`src/rtl/clkdiv_root.sv`:
```
// Programmable integer clock divider feeding a clock root anchor buffer.
// Divisor changes and stop/start requests are applied only at period boundaries.
module clkdiv_root #(
  parameter int unsigned W         = 8,
  parameter int unsigned RESET_DIV = 2
) (
  input  logic         clk,
  input  logic         rst_n,
  input  logic         div_wen,
  input  logic [W-1:0] div_wdata,
  output logic [W-1:0] div_current,
  output logic         div_pending,
  output logic         clk_out,
  output logic         rise_next,
  output logic         fall_next
);

  if (RESET_DIV == 1) begin : g_illegal_reset_div
    $error("clkdiv_root: RESET_DIV=1 is not a legal divisor");
  end

  localparam logic [W-1:0] RST_DIV = W'(RESET_DIV);
  localparam logic [W-1:0] RST_CNT = (RESET_DIV == 0) ? '0 : W'(RESET_DIV - 1);

  logic [W-1:0] cnt_q, cnt_d;
  logic [W-1:0] div_act_q, div_act_d;
  logic [W-1:0] div_pend_q, div_pend_d;
  logic         pend_vld_q, pend_vld_d;
  logic         clk_out_q, clk_out_d;

  logic         running;
  logic         boundary;
  logic [W-1:0] div_next;
  logic [W:0]   half;
  logic [W:0]   cnt_inc;

  always_comb begin
    running  = (div_act_q != '0);
    boundary = !running || (cnt_q == div_act_q - W'(1));
    div_next = pend_vld_q ? div_pend_q : div_act_q;
    // One extra bit keeps (N+1)>>1 exact for N = 2^W-1.
    half     = ({1'b0, div_act_q} + {{W{1'b0}}, 1'b1}) >> 1;
    cnt_inc  = {1'b0, cnt_q} + {{W{1'b0}}, 1'b1};

    cnt_d      = cnt_q;
    div_act_d  = div_act_q;
    div_pend_d = div_pend_q;
    pend_vld_d = pend_vld_q;
    clk_out_d  = clk_out_q;

    if (boundary) begin
      div_act_d  = div_next;
      pend_vld_d = 1'b0;
      cnt_d      = '0;
      clk_out_d  = (div_next != '0);
    end else begin
      cnt_d     = cnt_inc[W-1:0];
      clk_out_d = (cnt_inc < half);
    end

    // Capture after the boundary update so a same-cycle write stays pending.
    if (div_wen) begin
      div_pend_d = (div_wdata == W'(1)) ? W'(2) : div_wdata;
      pend_vld_d = 1'b1;
    end
  end

  always_ff @(posedge clk or negedge rst_n) begin
    if (!rst_n) begin
      cnt_q      <= RST_CNT;
      div_act_q  <= RST_DIV;
      div_pend_q <= '0;
      pend_vld_q <= 1'b0;
      clk_out_q  <= 1'b0;
    end else begin
      cnt_q      <= cnt_d;
      div_act_q  <= div_act_d;
      div_pend_q <= div_pend_d;
      pend_vld_q <= pend_vld_d;
      clk_out_q  <= clk_out_d;
    end
  end

  assign clk_out     = clk_out_q;
  assign div_current = div_act_q;
  assign div_pending = pend_vld_q;
  assign rise_next   = boundary && (div_next != '0);
  assign fall_next   = running && !boundary && (cnt_inc == half);

endmodule

```
`config.mk`:
```
export PLATFORM = sky130hd
export DESIGN_NAME = clkdiv_root
export DESIGN_NICKNAME = d
export VERILOG_FILES = /design/src/rtl/clkdiv_root.sv
export SDC_FILE = /design/constraint.sdc
export NUM_CORES = 1
export LEC_CHECK = 0
export ABC_CLOCK_PERIOD_IN_PS = 4000
export BUFFER_PORTS_ARGS = -buffer_cell sky130_fd_sc_hd__buf_4
export CORE_MARGIN = 2
export CORE_UTILIZATION = 40
export CTS_CLUSTER_SIZE = 16
export DETAILED_ROUTE_END_ITERATION = 8
export PLACE_DENSITY = 0.65
export SLEW_MARGIN = 20
export SYNTH_ARGS = -nofsm -noshare
export SYNTH_HDL_FRONTEND = slang
export SYNTH_SLANG_ARGS = --single-unit
```
`constraint.sdc`:
```
create_clock -name clk -period 4 [get_ports clk]
set_input_delay 0 -clock clk [delete_from_list [all_inputs] [get_ports clk]]
set_output_delay 0 -clock clk [all_outputs]
set_load 0.03 [all_outputs]
```
==> results.py, run 1 <==
metrics = {
    "status": {
        "status": "complete, no violations",
    },
    "setup_path": {
        "path_depth": 9,
        "cp-start-kind": "flip-flop",
        "rr_startpoint": "div_current[1]",
        "critical_path_class": "flip-flop to output port",
        "r2r-end": "clk_out",
        "crit_top_cell": "xnor2_1",
        "path_buf_inv": 2,
        "reg2reg_depth": 8,
        "crit_chain": "inv_1, ha_1, xnor2_1, xnor2_1, or3_1, nor4_2, a22o_1, and2_1, buf_4",
        "required_ns": 4.00,
        "cp.arrival_ns": 3.18,
        "path_delay_family": "simple AND/OR/NAND/NOR gates",
        "rrSetupSlack_ns": 1.01,
        "critPathSlowestCell": "a22o_1",
        "cp_max_fo": 20,
        "end_kind": "output port",
        "cpPeakStageDelay_ns": 0.70,
    },
    "routing": {
        "wl_per_cell_um": 15.8,
        "drc": 0,
        "first_iter_violations": 41,
        "routed_via_density": 5.64,
        "routed_wirelength_mm": 3.91,
        "ant_nets": 0,
        "dr.pass1.iters": 4,
        "via_count": 1394,
    },
    "cts": {
        "cts_made_buffers": 3,
        "ctsResizeCount": 0,
        "clockBufferDepth": 2,
        "cts-root-buf": "clkbuf_8",
        "cts_tree": "yes",
        "numClockSinks": 26,
        "clock_latency_ns": 0.28,
        "clkSlewWorstSetupHoldPaths_ns": 0.10,
        "h-tree-depth": 1,
    },
    "global_route": {
        "grt-ovfl-total": 0,
        "grt_util_met3_pct": 3.61,
        "grt_pass1_wl_mm": 6.73,
        "grt-busiest-layer": "met2",
        "grt_max_degree": 27,
        "grtUsageMet2_pct": 32.3,
        "first_global_vias": 1485,
        "antenna_found_initial": 0,
        "grt_use_total_pct": 16.8,
        "grt.met1_usage_pct": 19.0,
    },
    "die": {
        "initial_core_util_pct": 42.5,
        "dieArea_sq_um": 4890,
        "coreArea_sq_um": 4090,
        "die_w_um": 69.9,
        "die_h_um": 69.9,
        "num_rows": 23,
        "io_pins": 23,
    },
    "timing": {
        "setup-tns-final_ns": 0,
        "finalCritPeriodShare_pct": 79.6,
        "setup_viol": 0,
        "min_period_ns": 3.18,
        "finalClockSkew_ns": 0.00501,
        "slew-limit-headroom_pct": 47.7,
        "fmax_mhz": 314,
        "fin_ws_ns": 0.817,
        "rsz0062_at_grt": "false",
        "hold_viol_final": 0,
        "holdWs_ns": 0.153,
        "drv_slew": 0,
        "worstMarginPinSlew_ns": 0.784,
    },
    "cells_and_area": {
        "antennaDiodeCount": 0,
        "drive_above_1_share_pct": 19.8,
        "syn_to_final_growth_pct": 18.9,
        "nets": 221,
        "nFillCells": 371,
        "final_core_util_pct": 50.6,
    },
    "placement": {
        "place_congestion": 0.839,
        "pre_cts_slack_ns": 1.03,
        "dp_hpwl_mm": 3.00,
        "io_buffers": 22,
    },
    "power_and_ir_drop": {
        "power.density_nw_per_um2": 839,
        "ir_drop_uv": 447,
        "leakage_nw": 0.885,
        "p_total_mw": 1.73,
    },
    "yosys": {
        "ys_seq_area_share_pct": 37.6,
        "syn_area_sq_um": 1740,
        "syn_nets": 195,
        "ys_seq_elements": 26,
        "synth_cells": 172,
        "post_synth.cell_area_avg_sq_um": 10.1,
        "synth.distinct_cells": 40,
        "yosys_warnings": 0,
    },
    "min_path": {
        "hold_path.class": "input pin to async pin",
    },
    "flow_run": {
        "drv_cap": 0,
    },
}
[metal layers]
| layer | vias to the layer above | wire length (um) |
|---|---|---|
| li1 | 666 | - |
| met1 | 694 | 1640 |
| met2 | 28 | 2120 |
| met3 | 6 | 112 |
| met4 | 0 | 48 |
| met5 | - | 0 |
[worst register-to-register path, stage by stage, from the launching register on]
cell and delay [ns]:
dfstp_2 0.61, inv_1 0.10, ha_1 0.27, xnor2_1 0.17, xnor2_1 0.13, or3_1 0.33
nor4_2 0.21, a22o_1 0.70, mux2_4 0.37
[worst max-delay path by stage]
stage                         from         to  slack [ns]
floorplan           div_current[0]    clk_out        1.35
global placement    div_current[1]    clk_out        1.16
detailed placement  div_current[1]    clk_out        1.03
CTS                 div_current[1]  rise_next        0.82
global route        div_current[1]  rise_next        0.61
finish              div_current[1]  rise_next        0.82
[power by group]
group	total, mW	leakage, nW	switching, mW	internal [mW]
Clock	0.223	0.0357	0.0894	0.134
Sequential	0.547	0.306	0.188	0.359
Combinational	0.963	0.543	0.499	0.464
Total	1.73	0.885	0.776	0.957
[placed cells by master (no fill, tap or decap), types with 2 or more instances in the layout]
master	Yosys	layout
and3_1	2	2
a31oi_1	3	3
buf_4	1	22
o21a_1	2	2
and2_1	3	3
dfstp_2	2	2
clkbuf_8	0	3
nor3_1	3	3
o21bai_1	2	2
nand2_1	10	10
nor2_1	10	10
a211oi_1	2	2
mux2_2	6	6
nor2b_1	7	7
xnor2_1	13	13
nor4_2	2	2
nand4_1	4	4
dfrtp_1	24	24
dlygate4sd3_1	0	10
ha_1	12	12
a22o_1	3	3
a32o_1	6	6
nor4_1	3	3
a21oi_1	3	3
o21ai_0	3	3
inv_1	6	6
nand3_1	8	8
xor2_1	11	11
[per-stage QoR]
stage | instance area [sq um] | std cells
floorplan | 1740 | 172
global placement | 1900 | 233
detailed placement | 1900 | 233
CTS | 2060 | 246
global route | 2070 | 247
finish | 2070 | 247
[cell families after synthesis]
family / synth area share (%)
muxes: 5.33
AOI/OAI and AO/OA: 12.3
DFF: 37.6
xor gates and xnor gates: 12.1
buffers and inverters: 5.33
adders and majority gates: 8.64
and+or+nand+nor: 18.7
[cell type report]
class | count | area, sq um | share of cell area (%)
clock buffer | 3 | 41.3 | 2.00
clock inverter | 1 | 30.0 | 1.45
inverter | 6 | 22.5 | 1.09
multi-input combinational | 129 | 992 | 48.0
sequential | 26 | 653 | 31.6
tap | 50 | 62.6 | 3.03
timing repair buffer | 32 | 265 | 12.8
[registers in the layout (all words and copies together) (netlist names)]
name and flops:
clk_out 1, cnt_q 8, div_current 8, div_pend_q 8, div_pending 1
[synth_stat cells]
cell,instances,share of area [%]
and3_1,2,0.72
xor2_1,11,5.5
ha_1,12,8.6
a21oi_1,3,0.86
o21bai_1,2,0.86
a211oi_2,1,0.72
mux2_4,1,0.86
nor3_1,3,0.86
a211oi_1,2,0.86
buf_4,1,0.43
nor4_1,3,1.1
o22a_1,1,0.50
nor4_2,2,1.4
o21ai_1,1,0.29
mux2i_1,1,0.58
nor2_1,10,2.2
nor3b_1,1,0.43
nand3b_1,1,0.43
buf_2,2,0.58
dfstp_2,2,3.0
nor4_4,1,1.2
xnor2_1,13,6.6
nor2b_1,7,2.5
inv_1,6,1.3
nand3_1,8,2.3
mux2_2,6,3.9
a32o_1,6,3.5
clkbuf_1,5,1.1
buf_6,3,1.9
nand2_1,10,2.2
o21a_1,2,0.86
and2_1,3,1.1
o21ai_0,3,0.86
nand4_1,4,1.4
a22o_1,3,1.5
o211ai_1,1,0.43
a31oi_1,3,1.1
or3_1,1,0.36
nor4b_1,1,0.50
dfrtp_1,24,35
[what timing repair did]
action	in CTS	in global routing
setup buffers	0	0
hold buffers	9	1
hold endpoints to repair	34	1
No activity file was read; power rests on OpenSTA's default activity.
==> run 2: changes to the inputs <==
--- a/config.mk
+++ b/config.mk
@@ -5,13 +5,13 @@
 export SDC_FILE = /design/constraint.sdc
 export NUM_CORES = 1
 export LEC_CHECK = 0
-export ABC_CLOCK_PERIOD_IN_PS = 4000
+export ABC_CLOCK_PERIOD_IN_PS = 2900
 export BUFFER_PORTS_ARGS = -buffer_cell sky130_fd_sc_hd__buf_4
 export CORE_MARGIN = 2
 export CORE_UTILIZATION = 40
 export CTS_CLUSTER_SIZE = 16
 export DETAILED_ROUTE_END_ITERATION = 8
-export PLACE_DENSITY = 0.65
+export PLACE_DENSITY = 0.67
 export SLEW_MARGIN = 20
 export SYNTH_ARGS = -nofsm -noshare
 export SYNTH_HDL_FRONTEND = slang
==> constraint.sdc (replaced) <==
create_clock -name clk -period 2.9 [get_ports clk]
set_input_delay 0 -clock clk [delete_from_list [all_inputs] [get_ports clk]]
set_output_delay 0 -clock clk [all_outputs]
set_load 0.03 [all_outputs]
==> run 2 against run 1 <==
Cell area grew 0.85%. Non-clock buffer count rose by 2. Die area unchanged. Total power rose by 39%. Clock power is 39% higher.
==> results.py, run 2 (synthesis results as in run 1) <==
metrics = {
    "setup_path": {
        "crit_chain": "inv_1, ha_2, o21bai_1, a211oi_1, a211oi_2, o21ai_1, a22o_2, buf_4, nor4_2, buf_4",
        "cp_max_fo": 9,
        "crit_top_cell": "buf_4",
        "path_buf_inv": 3,
        "end_kind": "output port",
        "path_delay_family": "compound AO/OA/AOI/OAI gates",
        "required_ns": 2.90,
        "critical_path_class": "flip-flop to output port",
        "cpPeakStageDelay_ns": 0.48,
        "critPathSlowestCell": "dfrtp_2",
        "cp-start-kind": "flip-flop",
        "cp.arrival_ns": 2.70,
    },
    "power_and_ir_drop": {
        "p_total_mw": 2.42,
        "leakage_nw": 0.895,
        "power.density_nw_per_um2": 1160,
        "ir_drop_uv": 558,
    },
    "cells_and_area": {
        "stdcell_count": 249,
        "layout_common_cells": "buf_4, dfrtp_1, xnor2_1",
        "nets": 223,
        "syn_to_final_growth_pct": 19.9,
        "antennaDiodeCount": 0,
        "drive_above_1_share_pct": 22.6,
        "nFillCells": 386,
        "final_core_util_pct": 51.0,
        "layout_commonest_cell": "buf_4",
        "stdcell_area_sq_um": 2080,
    },
    "routing": {
        "wl_per_cell_um": 15.6,
        "via_count": 1344,
        "first_iter_violations": 59,
        "dr.pass1.iters": 4,
        "ant_nets": 0,
        "routed_via_density": 5.40,
        "drc": 0,
        "routed_wirelength_mm": 3.87,
    },
    "timing": {
        "hold_viol_final": 0,
        "slew-limit-headroom_pct": 66.7,
        "rsz0062_at_grt": "false",
        "setup_viol": 0,
        "finalCritPeriodShare_pct": 93.1,
        "setup-tns-final_ns": 0,
        "finalClockSkew_ns": 0.00947,
        "min_period_ns": 2.70,
        "drv_slew": 0,
        "fmax_mhz": 370,
        "worstMarginPinSlew_ns": 0.499,
    },
    "cts": {
        "cts_made_buffers": 3,
        "clkSlewWorstSetupHoldPaths_ns": 0.10,
        "cts-root-buf": "clkbuf_8",
        "clockBufferDepth": 2,
        "h-tree-depth": 1,
        "cts_tree": "yes",
        "clock_latency_ns": 0.28,
        "numClockSinks": 26,
    },
    "placement": {
        "dp.cells": 236,
        "io_buffers": 22,
        "place_congestion": 0.792,
        "placed_cell_area_sq_um": 1920,
        "dp_hpwl_mm": 2.89,
    },
    "die": {
        "dieArea_sq_um": 4890,
        "initial_core_util_pct": 42.5,
        "die_w_um": 69.9,
        "die_h_um": 69.9,
        "coreArea_sq_um": 4090,
        "io_pins": 23,
        "num_rows": 23,
    },
    "status": {
        "status": "complete, no violations",
    },
    "global_route": {
        "antenna_found_initial": 0,
        "first_global_vias": 1362,
        "grt_use_total_pct": 16.9,
        "grt_pass1_wl_mm": 6.69,
        "grt_max_degree": 27,
        "grt-ovfl-total": 0,
    },
    "flow_run": {
        "drv_cap": 0,
    },
    "min_path": {
        "hold_path.class": "input pin to flip-flop",
    },
}
run 2: repair_timing:
| item | 4_1_cts | 5_1_grt |
|---|---|---|
| endpoints found under the hold margin | 34 | 0 |
| gates resized for setup | 0 | 3 |
| setup buffers | 0 | 0 |
| setup endpoints to repair | 0 | 2 |
| hold buffers | 9 | 0 |
run 2: layout make-up:
class / count / area, sq um / area share (%)
multi-input cells: 129 / 996 / 47.8
flip-flops and latches: 26 / 654 / 31.4
repair buffers: 34 / 278 / 13.3
well taps: 50 / 62.6 / 3.00
clock buffers: 3 / 41.3 / 1.98
clock inverters: 1 / 30.0 / 1.44
inverters: 6 / 22.5 / 1.08
run 2: power breakdown:
part           internal, mW  leakage (nW)  switching (mW)
sequential            0.497         0.305           0.244
clock                 0.185        0.0357           0.125
combinational         0.663         0.554           0.704
run 2: final timing paths:
| check | start | endpoint | slack [ns] | cells past startpoint |
|---|---|---|---|---|
| worst max-delay path | div_current[0] | fall_next | 0.20 | 10 |
| worst min-delay path | div_wen | div_pending | 0.02 | 2 |
| worst max register to register | div_current[1] | div_current[3] | 0.43 | 7 |
| worst min register to register | div_pend_q[4] | div_pend_q[4] | 0.54 | 1 |
| max in group asynchronous | rst_n | div_current[1] | 2.46 | 2 |
| min in group asynchronous | rst_n | cnt_q[6] | 0.14 | 2 |
run 2: stage by stage:
step           setup WS (ns)  hold WS [ns]
6_report               0.199        0.0162
5_1_grt               0.0277        0.0223
4_1_cts               0.0532        0.0125
3_5_place_dp           0.334       -0.0694
3_3_place_gp           0.359       -0.0679
2_1_floorplan          0.250        -0.296
run 2: per-layer routing:
layer	global-route usage, %	vias to the layer above	share of wire, %
li1	-	668	-
met1	21.9	641	42
met2	30.4	33	53
met3	3.03	2	4.2
met4	1.92	0	0.41
met5	0	-	0
